**src/rtl/pc_pkg.sv**
```systemverilog
// +----------------------------------------------------------------------+
// | pc_pkg : command encoding and default sizes for the PC step counter  |
// | Rev 1.0                                                              |
// +----------------------------------------------------------------------+
`default_nettype none

package pc_pkg;

    typedef enum logic [1:0] {
        CMD_HOLD    = 2'b00,
        CMD_INC     = 2'b01,
        CMD_ADD_OFF = 2'b10,
        CMD_LOAD    = 2'b11
    } pc_cmd_t;

    localparam int c_default_width = 32;
    localparam int c_default_step  = 1;

endpackage

`default_nettype wire

```
**src/rtl/pc_step_adder.sv**
```systemverilog
// +----------------------------------------------------------------------+
// | pc_step_adder : WIDTH-bit adder with boundary-crossing detection     |
// | Optional macro PC_SATURATE_EN clamps the sum instead of wrapping.    |
// | Rev 1.0                                                              |
// +----------------------------------------------------------------------+
`default_nettype none

module pc_step_adder
    import pc_pkg::*;
#(
    parameter int WIDTH = c_default_width
) (
    input  logic [WIDTH-1:0] i_a,
    input  logic [WIDTH-1:0] i_b,
    input  logic             i_neg,
    output logic [WIDTH-1:0] o_sum,
    output logic             o_wrap
);

    logic [WIDTH:0] w_ext;
    logic           w_cross;

    assign w_ext = {1'b0, i_a} + {1'b0, i_b};

    // A negative operand in two's complement borrows exactly when there is no carry out.
    assign w_cross = i_neg ? ~w_ext[WIDTH] : w_ext[WIDTH];

`ifdef PC_SATURATE_EN
    assign o_sum = w_cross ? (i_neg ? {WIDTH{1'b0}} : {WIDTH{1'b1}}) : w_ext[WIDTH-1:0];
`else
    assign o_sum = w_ext[WIDTH-1:0];
`endif

    assign o_wrap = w_cross;

endmodule

`default_nettype wire

```
**src/rtl/pc_step_counter.sv**
```systemverilog
// +----------------------------------------------------------------------+
// | pc_step_counter : registered program counter (hold/inc/offset/load)  |
// | Optional macro PC_SATURATE_EN: INC/ADD_OFF saturate instead of wrap. |
// | Rev 1.0                                                              |
// +----------------------------------------------------------------------+
`default_nettype none

module pc_step_counter
    import pc_pkg::*;
#(
    parameter int               WIDTH     = c_default_width,
    parameter int               STEP      = c_default_step,
    parameter logic [WIDTH-1:0] RESET_VAL = '0
) (
    input  logic             clk,
    input  logic             rst_n,
    input  logic [1:0]       cmd,
    input  logic [WIDTH-1:0] offset,
    input  logic [WIDTH-1:0] load_val,
    input  logic             stall,
    output logic [WIDTH-1:0] count,
    output logic [WIDTH-1:0] count_next,
    output logic             wrap,
    output logic             busy_ld
);

    localparam logic [WIDTH-1:0] c_step = WIDTH'(STEP);

    pc_cmd_t          w_cmd_eff;
    logic [WIDTH-1:0] w_add_b;
    logic             w_add_neg;
    logic [WIDTH-1:0] w_add_sum;
    logic             w_add_wrap;
    logic [WIDTH-1:0] w_next;
    logic             w_wrap;

    logic [WIDTH-1:0] r_count;
    logic             r_wrap;
    logic             r_busy_ld;

    assign w_cmd_eff = stall ? CMD_HOLD : pc_cmd_t'(cmd);
    assign w_add_b   = (w_cmd_eff == CMD_ADD_OFF) ? offset : c_step;
    assign w_add_neg = (w_cmd_eff == CMD_ADD_OFF) && offset[WIDTH-1];

    pc_step_adder #(
        .WIDTH (WIDTH)
    ) u_adder (
        .i_a    (r_count),
        .i_b    (w_add_b),
        .i_neg  (w_add_neg),
        .o_sum  (w_add_sum),
        .o_wrap (w_add_wrap)
    );

    always_comb begin
        w_next = r_count;
        w_wrap = 1'b0;
        case (w_cmd_eff)
            CMD_HOLD: begin
                w_next = r_count;
                w_wrap = 1'b0;
            end
            CMD_INC, CMD_ADD_OFF: begin
                w_next = w_add_sum;
                w_wrap = w_add_wrap;
            end
            CMD_LOAD: begin
                w_next = load_val;
                w_wrap = 1'b0;
            end
            default: begin
                w_next = r_count;
                w_wrap = 1'b0;
            end
        endcase
        // The preview must already show the reset value while reset is held.
        if (!rst_n) begin
            w_next = RESET_VAL;
            w_wrap = 1'b0;
        end
    end

    always_ff @(posedge clk) begin
        if (!rst_n) begin
            r_count   <= RESET_VAL;
            r_wrap    <= 1'b0;
            r_busy_ld <= 1'b0;
        end else begin
            r_count   <= w_next;
            r_wrap    <= w_wrap;
            r_busy_ld <= (w_cmd_eff == CMD_LOAD);
        end
    end

    assign count      = r_count;
    assign count_next = w_next;
    assign wrap       = r_wrap;
    assign busy_ld    = r_busy_ld;

endmodule

`default_nettype wire

```
**config.mk**
```make
export PLATFORM = sky130hd
export DESIGN_NAME = pc_step_counter
export DESIGN_NICKNAME = d
export VERILOG_FILES = /design/src/rtl/pc_pkg.sv /design/src/rtl/pc_step_adder.sv /design/src/rtl/pc_step_counter.sv
export SDC_FILE = /design/constraint.sdc
export NUM_CORES = 1
export LEC_CHECK = 0
export ABC_AREA = 1
export CAP_MARGIN = 30
export CORE_MARGIN = 1.5
export CORE_UTILIZATION = 50
export DETAILED_ROUTE_END_ITERATION = 6
export GPL_TIMING_DRIVEN = 0
export PLACE_DENSITY_LB_ADDON = 0.1
export SLEW_MARGIN = 0
export SYNTH_ARGS = -nofsm -noshare
export SYNTH_HDL_FRONTEND = slang
export SYNTH_HIERARCHICAL = 1
export SYNTH_SLANG_ARGS = --single-unit
```
**constraint.sdc**
```tcl
create_clock -name clk -period 4.1 [get_ports clk]
set_input_delay 0.82 -clock clk [delete_from_list [all_inputs] [get_ports clk]]
set_output_delay 0.82 -clock clk [all_outputs]
set_load 0.01 [all_outputs]
```
### Word-level counts from Yosys, hierarchy flattened

Cells that the tools add are included.

* register bits: 34
* logic and storage cells: 18

* multiplexer cells: 6
* reduce and logical (&&, ||, !) cells: 4
* bitwise operators: 1
* $add $sub $neg: 1
* equal/unequal tests: 3

Operator list (count)
* case mux 32 bit (3 select lines): 1
* two-way mux 32 bit: 2
* adder 32 x 32 -> 33 bit: 1
* equality test 2 bit (second input constant): 2
* OR reduction 2 bit: 2
* equality test 2 x 1 -> 1 bit (second input constant): 1
* zero test 2 bit: 1
* two-way mux 2 bit: 1
* case mux 1 bit (2 select lines): 1
* logical AND 1 bit: 1
* two-way mux 1 bit: 1
* NOT 1 bit: 1

### Logic depth before layout (Yosys ltp)

Gate-level depths: netlist of the first run.

* depth after elaboration: 7
* gate-level depth with buffers: 18
* depth with buffers taken out: 18

### Modules after synthesis

Netlist of the first run, hierarchy kept.

By module, submodules not included
* pc_step_adder: cells an instance 525, sequential area each 0.0 um^2, area an instance 2446.1 um^2, times used 1
* pc_step_counter: cells an instance 295, sequential area each 680.7 um^2, area an instance 2306.0 um^2, times used 1

### Least setup slack after synthesis of the first run

OpenSTA, ideal clock, no wires.

* path kind: input -> output
* start: in cmd[0]
* end: out count_next[24]
* data required time: 3280 ps
* data arrival time: 2877 ps
* slack: 403 ps
* path buffers: 1
* stages on the path: 17
* cells stage by stage: buf_6 -> nand2_4 -> nand3_4 -> or2_1 -> ha_1 -> fa_1 -> nand2_1 -> nand2_1 -> nand3_1 -> nand2_2 -> nand2_1 -> nand2_2 -> nand2_1 -> nand3_1 -> nand2_1 -> a21oi_2 -> a21oi_1

* longest elaborated chain between the ends: 6
* elaborated cells on any way between the ends: 10

Ends and longest elaborated chain
* from (decl): RTL line pc_step_counter.sv:17 `input logic [1:0] cmd,`
* two-way mux 2 bit: RTL line pc_step_counter.sv:41 `assign w_cmd_eff = stall ? CMD_HOLD : pc_cmd_t'(cmd);`
* equality test 2 bit: RTL line pc_step_counter.sv:42 `assign w_add_b = (w_cmd_eff == CMD_ADD_OFF) ? offset : c_step;`
* two-way mux 32 bit: RTL line pc_step_counter.sv:42
* named net w_add_b[0]: RTL line pc_step_counter.sv:30 `logic [WIDTH-1:0] w_add_b;`
* adder 32 x 32 -> 33 bit: RTL line pc_step_adder.sv:23 `assign w_ext = {1'b0, i_a} + {1'b0, i_b};`
* named net w_add_sum[24]: RTL line pc_step_counter.sv:32 `logic [WIDTH-1:0] w_add_sum;`
* case mux 32 bit (3 select lines): RTL line pc_step_counter.sv:58 `case (w_cmd_eff)`
* two-way mux 32 bit: RTL line pc_step_counter.sv:77 `if (!rst_n) begin`
* to (decl): RTL line pc_step_counter.sv:22 `output logic [WIDTH-1:0] count_next,`

The timed path passes the listed nets, and every way through them passes these cells.

### Worst setup path in the final report of the first run

* start: in stall
* end: out count_next[24]

* longest elaborated chain between the ends: 6
* elaborated cells on any way between the ends: 10

Ends and longest elaborated chain
* from (decl): RTL line pc_step_counter.sv:20 `input logic stall,`
* two-way mux 2 bit: RTL line pc_step_counter.sv:41
* equality test 2 bit: RTL line pc_step_counter.sv:42
* two-way mux 32 bit: RTL line pc_step_counter.sv:42
* named net w_add_b[0]: RTL line pc_step_counter.sv:30
* adder 32 x 32 -> 33 bit: RTL line pc_step_adder.sv:23
* named net w_add_sum[24]: RTL line pc_step_counter.sv:32
* case mux 32 bit (3 select lines): RTL line pc_step_counter.sv:58
* two-way mux 32 bit: RTL line pc_step_counter.sv:77

The timed path passes the listed nets, and every way through them passes these cells.

==> results of run 1 <==
==> layer usage <==
| layer | GRT usage (%) | up-vias |
|---|---|---|
| met5 | 0 | - |
| met4 | 8.56 | 0 |
| met1 | 41.8 | 2554 |
| li1 | - | 2904 |
| met3 | 3.47 | 34 |
| met2 | 54.2 | 194 |
==> flip-flops by register name (all words and copies together) (netlist names) <==
signal / flops
busy_ld: 1
count: 32
wrap: 1
==> timing repair <==
item,CTS,global route
cloned,1,0
buffers inserted,16,5
resized for setup,89,64
pin swaps,30,26
setup endpoints to repair,31,28
==> cells by family (layout without fill, tap and decap cells) <==
logic type	after synthesis	count (layout)	share of synthesized area [%]
AND/OR/NAND/NOR	401	401	35.4
buffers and inverters	186	347	18.5
AO/OA/AOI/OAI	150	150	19.9
adder cells (fa/ha/maj)	34	34	9.11
flip-flops	34	34	14.3
XOR/XNOR	15	15	2.76
==> per-stage QoR <==
stage          setup TNS [ns]  instances  util, %
3_3_place_gp           -17.09       1081     67.5
3_5_place_dp           -17.92       1081     67.5
6_report                    0       1110     73.8
5_1_grt                -0.462       1110     73.8
4_1_cts               -0.0428       1105     71.2
2_1_floorplan               0        820        -
==> cells in the final DEF, fill, tap and decap left out, types with 3 or more instances in the layout <==
cell             count
ha_4                 7
a21oi_1             79
nand2_2             32
nand4_1             34
nand3_2              3
clkdlybuf4s15_1      3
nand2_1            218
inv_1              157
clkbuf_8             6
ha_1                22
dfxtp_1             34
buf_6               21
nor2_2              12
buf_2                5
xor2_2               3
a21oi_2             36
o21ai_2             30
buf_4               24
nand2_4              7
clkdlybuf4s50_1    102
clkbuf_2             3
clkbuf_4             3
nor3_1               4
dlygate4sd2_1       17
nor2_1              59
nand3_4              3
nand3_1             22
xor2_1              10
ha_2                 4
==> path summary, 6_finish.rpt <==
check        slack (ns)  depth (start not counted)  startpoint             end
max                0.07                         20       stall  count_next[24]
min                0.57                          2   count[17]       count[17]
max reg2reg        1.71                         16    count[7]       count[24]
min reg2reg        0.57                          2   count[17]       count[17]
==> cell type report <==
cell class / count / area, um2
repair buffers: 154 / 1440
clock buffers: 7 / 86.3
clock inverters: 1 / 5.00
flip-flops and latches: 34 / 681
multi-input cells: 600 / 3580
inverters: 159 / 602
well taps: 129 / 161
fillers: 769 / 2420
plain buffers: 26 / 267
==> worst max-delay path, stage by stage <==
cell and delay (ns):
clkbuf_2 0.10, inv_4 0.05, nand2_4 0.06, nand3_4 0.12
or2_4 0.29, ha_4 0.17, fa_2 0.37, nand2_2 0.11
nand2_4 0.07, nand3_4 0.09, nand2_4 0.07, nand2_2 0.09
nand2_4 0.07, nand2_2 0.09, nand2_1 0.05, nand2_1 0.05
nand2_1 0.06, a21oi_2 0.22, a21oi_2 0.10, buf_2 0.14
==> power by group <==
group,switching [W],total (W),internal (W)
registers,0.0000363,0.000393,0.000357
clock network,0.000151,0.000287,0.000136
logic,0.000336,0.000637,0.000301
total,0.000523,0.00132,0.000794
==> results.py, run 1 <==
metrics = {
    "placement": {
        "dp_slack_ns": -0.863,
        "dpl_cell_area_um2": 6230,
        "hpwl_um": 12400,
        "gp_congestion": 0.908,
        "portBuffers": 132,
    },
    "sta": {
        "hold_viol_final": 0,
        "timing.fmax_mhz": 248,
        "finalCriticalPeriod_ns": 4.03,
        "finalSetupViolCount": 0,
        "slew_headroom_pct": 77.2,
        "slew_viol_final": 0,
        "setup_slack_ns": 0.0720,
        "worst_pin_slew_ns": 0.343,
        "holdWs_ns": 0.573,
        "min_period_over_period_pct": 98.2,
        "rsz0062_at_grt": "yes",
        "finClkSkew_ns": 0.0149,
    },
    "synthesis": {
        "synth.distinct_cells": 27,
        "synth_area_um2": 4750,
        "syn_nets": 923,
        "syn_inst": 820,
        "synthTopCellsByArea": "nand2_1, dfxtp_1, inv_1, a21oi_1, ha_1",
        "ys.warnings.count": 6,
        "synth-main-ff-cell": "dfxtp_1",
        "synth-async-reset-ratio_pct": 0,
        "synth_most_common_cell": "nand2_1",
        "synth_seq_area_share_pct": 14.3,
        "synth_edf_count": 0,
        "syn_area_per_cell_um2": 5.80,
        "synth_seq_cells": 34,
        "synth.largest_area_cell": "nand2_1",
        "synth.top_cell.area_share_pct": 19.6,
        "synth_common_cells": "nand2_1, inv_1, a21oi_1",
    },
    "clock_tree": {
        "cts_tree": "yes",
        "cts_num_sinks": 34,
        "root_buffer": "clkbuf_8",
        "clockBufferDepth": 2,
        "hold_buffers": 0,
        "clk_pin_slew_worst_paths_ns": 0.08,
        "insertion_delay_ns": 0.30,
        "cts_made_buffers": 5,
        "htree_levels": 2,
    },
    "detailed_routing": {
        "drt_pre_antenna_iters": 5,
        "routed_via_density": 5.12,
        "wl_met1_um": 7410,
        "route.met3.wl_um": 762,
        "drt-total-wl_um": 16000,
        "dr_wl_met2_um": 7440,
        "wl_per_cell_um": 14.4,
        "top_layer": "met4",
        "vias": 5686,
        "drcViolationCount": 0,
        "drt_iter0_markers": 321,
        "ant_nets": 0,
    },
    "setup_path": {
        "end_kind": "output pin",
        "worst-path-max-fanout": 5,
        "cp.required_ns": 3.28,
        "critPathKind": "in -> out",
        "start_kind": "primary input",
        "arrival_ns": 3.21,
    },
    "floorplanning": {
        "dieHeight_um": 100,
        "rows": 35,
        "dieArea_um2": 10100,
        "io_pins": 135,
        "start_util_pct": 51.4,
        "fp.coreArea_um2": 9240,
        "die_w_um": 100,
    },
    "layout": {
        "syn_to_final_growth_pct": 43.6,
        "diodes": 0,
        "stdcell_area_um2": 6820,
        "drive_gt1_share_pct": 21.3,
        "final_nets": 1083,
    },
    "pwr": {
        "total_power_w": 0.00132,
        "worst_ir_drop_vdd_uv": 149,
        "power_density_nw_per_um2": 193,
        "p_leak_nw": 3.59,
    },
    "grt": {
        "grt_pass1_vias": 5394,
        "grt_max_degree": 12,
        "grt-ovfl-total": 0,
        "grt_pass1_wl_um": 25300,
        "antenna_found_initial": 0,
        "grtUsageTotal_pct": 31.5,
    },
    "worst_hold_path": {
        "hp-class": "reg -> reg",
    },
    "flow_run": {
        "drv_cap": 0,
    },
    "outcome": {
        "status": "finished, final reports clean",
    },
}
No activity file was read; power rests on OpenSTA's default activity.
==> run 2, diff against run 1 <==
ABC_CLOCK_PERIOD_IN_PS = 4100   (was default)
CORE_UTILIZATION = 48   (was 50)
SYNTH_HIERARCHICAL = default   (was 1)
==> results.py, run 2 <==
metrics = {
    "layout": {
        "syn_to_final_growth_pct": 65.4,
        "final_common_cell": "nand2_1",
        "seqCellArea_um2": 681,
        "final_cell_mix": "nand2_1, inv_1, clkdlybuf4s50_1, a21oi_1, nand2_2",
        "multiInputGateArea_um2": 3870,
        "fill_cells": 638,
        "diodes": 0,
        "drive_gt1_share_pct": 29.9,
        "stdcell_area_um2": 7060,
        "final_nets": 1083,
        "largest_reg_flops": 32,
    },
    "sta": {
        "finalSetupViolCount": 0,
        "worst_pin_slew_ns": 0.759,
        "slew_viol_final": 0,
        "min_period_over_period_pct": 99.3,
        "hold_viol_final": 0,
        "setup_slack_ns": 0.0307,
        "timing.fmax_mhz": 246,
        "holdWs_ns": 0.664,
        "tns_ns": 0,
        "finalCriticalPeriod_ns": 4.07,
        "slew_headroom_pct": 49.4,
        "finClkSkew_ns": 0.0125,
    },
    "floorplanning": {
        "fp.coreArea_um2": 8680,
        "start_util_pct": 49.2,
        "rows": 34,
        "dieHeight_um": 97.3,
        "io_pins": 135,
        "die_w_um": 97.3,
        "dieArea_um2": 9470,
    },
    "detailed_routing": {
        "route.met3.wl_um": 1360,
        "ant_nets": 0,
        "vias": 6082,
        "drt-total-wl_um": 18300,
        "drt_iter0_markers": 390,
        "dr_wl_met2_um": 8810,
        "drt_pre_antenna_iters": 7,
        "drcViolationCount": 0,
        "top_layer": "met4",
        "wl_met1_um": 7430,
        "wl_per_cell_um": 16.8,
        "routed_via_density": 5.60,
    },
    "pwr": {
        "worst_ir_drop_vdd_uv": 140,
        "p_seq_share_pct": 29.5,
        "total_power_w": 0.00133,
        "p_sw_share_pct": 39.8,
        "power_density_nw_per_um2": 188,
        "p_leak_nw": 3.62,
        "power_frac_comb_pct": 48.7,
        "power.share.clock_pct": 21.8,
        "switchingPower_w": 0.000527,
        "p_int_w": 0.000798,
    },
    "worst_hold_path": {
        "hp-class": "reg -> reg",
        "holdPathStages": 2,
    },
    "clock_tree": {
        "cts_num_sinks": 34,
        "clk_pin_slew_worst_paths_ns": 0.09,
        "cts_tree": "yes",
        "insertion_delay_ns": 0.31,
        "clockBufferDepth": 2,
        "htree_levels": 2,
        "root_buffer": "clkbuf_8",
        "cts_made_buffers": 5,
    },
    "setup_path": {
        "r2r_setup_slack_ns": 1.86,
        "cp_num_buf_inv": 6,
        "reg2reg_depth": 13,
        "critPathKind": "in -> out",
        "worst_path_max_delay_cell": "dlygate4sd2_1",
        "cpPeakStageDelay_ns": 0.29,
        "start_kind": "primary input",
        "path_common_cell": "nand2_2",
        "cp_num_cells": 19,
        "cp.required_ns": 3.28,
        "end_kind": "output pin",
        "worst-path-max-fanout": 7,
        "worstPathCellList": "clkbuf_2 -> inv_2 -> nand2_2 -> inv_2 -> ha_4 -> buf_8 -> nand2_1 -> inv_1 -> ha_4 -> nand2_1 -> nand2_2 -> a21oi_2 -> nand2_2 -> nand2_1 -> nand2_2 -> or2_1 -> nand3_1 -> a21oi_1 -> dlygate4sd2_1",
        "cp_top_family": "simple AND/OR/NAND/NOR gates",
        "arrival_ns": 3.25,
    },
    "synthesis": {
        "synth_edf_count": 0,
        "synth_area_um2": 4270,
        "synthTopCellsByArea": "nand2_1, dfxtp_1, a21oi_1, inv_1, ha_1",
        "synth-main-ff-cell": "dfxtp_1",
        "syn_nets": 905,
        "synth_seq_area_share_pct": 15.9,
        "synth-async-reset-ratio_pct": 0,
        "synth_seq_cells": 34,
        "synth_common_cells": "nand2_1, inv_1, a21oi_1",
        "syn_area_per_cell_um2": 5.34,
        "synth_most_common_cell": "nand2_1",
        "syn_inst": 800,
        "ys.warnings.count": 0,
        "synth.distinct_cells": 27,
        "synth.top_cell.area_share_pct": 23.0,
        "synth.largest_area_cell": "nand2_1",
    },
    "grt": {
        "grt-ovfl-total": 0,
        "grt_max_degree": 11,
        "antenna_found_initial": 0,
        "grtUsageTotal_pct": 35.5,
        "grt_pass1_wl_um": 27700,
        "grt_pass1_vias": 5881,
    },
    "outcome": {
        "status": "finished, final reports clean",
    },
    "placement": {
        "gp_congestion": 0.968,
        "hpwl_um": 12100,
        "dpl_cell_area_um2": 5750,
        "portBuffers": 134,
        "dp_slack_ns": -1.16,
    },
    "flow_run": {
        "drv_cap": 0,
    },
}
run 2: changes by cell type in the layout (fill, tap and decap cells not counted), moves of 23 or more:
cell,change
nand2_1,-26
o21ai_2,-29
inv_2,+23
nand2_2,+30
o21ai_0,+34
nand4_1,-33
nor2_1,-35
run 2: kinds of logic after synthesis:
kind of cell	synth area share [%]
and+or+nand+nor	36.1
buffers and inverters	16.4
AOI/OAI and AO/OA	20.6
adders and majority gates	10.7
DFF	15.9
xor gates and xnor gates	0.205
run 2: stage by stage:
step | cells | util, %
global placement | 1042 | 66.2
finish | 1087 | 81.4
global route | 1087 | 81.4
floorplan | 800 | -
detailed placement | 1042 | 66.2
CTS | 1070 | 76.0
run 2: cell type report:
class                   instances  area share, %
flip-flops and latches         34           9.64
multi-input cells             582           54.9
plain buffers                  19           1.91
clock buffers                   7           1.22
repair buffers                172           21.7
well taps                     108           1.91
clock inverters                 1         0.0708
inverters                     164           8.71
run 2: final timing paths:
path,from,end
hold reg to reg,count[2],count[2]
setup / recovery,stall,count_next[15]
setup reg to reg,count[0],count[16]
hold / removal,count[2],count[2]
run 2: metal layers:
| metal | vias up | track usage (%) |
|---|---|---|
| met5 | - | 0 |
| met4 | 0 | 14.9 |
| met3 | 73 | 4.46 |
| met2 | 342 | 61.3 |
| met1 | 2803 | 44.5 |
| li1 | 2864 | - |
run 2: worst register-to-register path, stage by stage (launching register included):
cell and delay, ns:
dfxtp_1 0.43, ha_4 0.17, inv_2 0.04, fa_2 0.37, inv_2 0.10, nand3_2 0.09, nand3_4 0.11, nand3_4 0.09
nand3_4 0.12, nand2_4 0.06, nand3b_1 0.11, nand3_2 0.11, buf_4 0.16, a21oi_1 0.17
run 2: power by group through the flow:
stage	clock, W	sequential (W)	combinational, W
floorplan	0	0.000393	0.000245
global placement	0	0.000384	0.000481
finish	0.000288	0.000391	0.000646
detailed placement	0	0.000385	0.000494
CTS	0.000286	0.000389	0.000570
global route	0.000304	0.000393	0.000688
run 2: repair_timing:
action	CTS	global route
endpoints found under the setup margin	32	32
gates resized for setup	219	145
pin swaps	32	58
cloned	3	0
hold buffers	0	0
buffers inserted	17	19
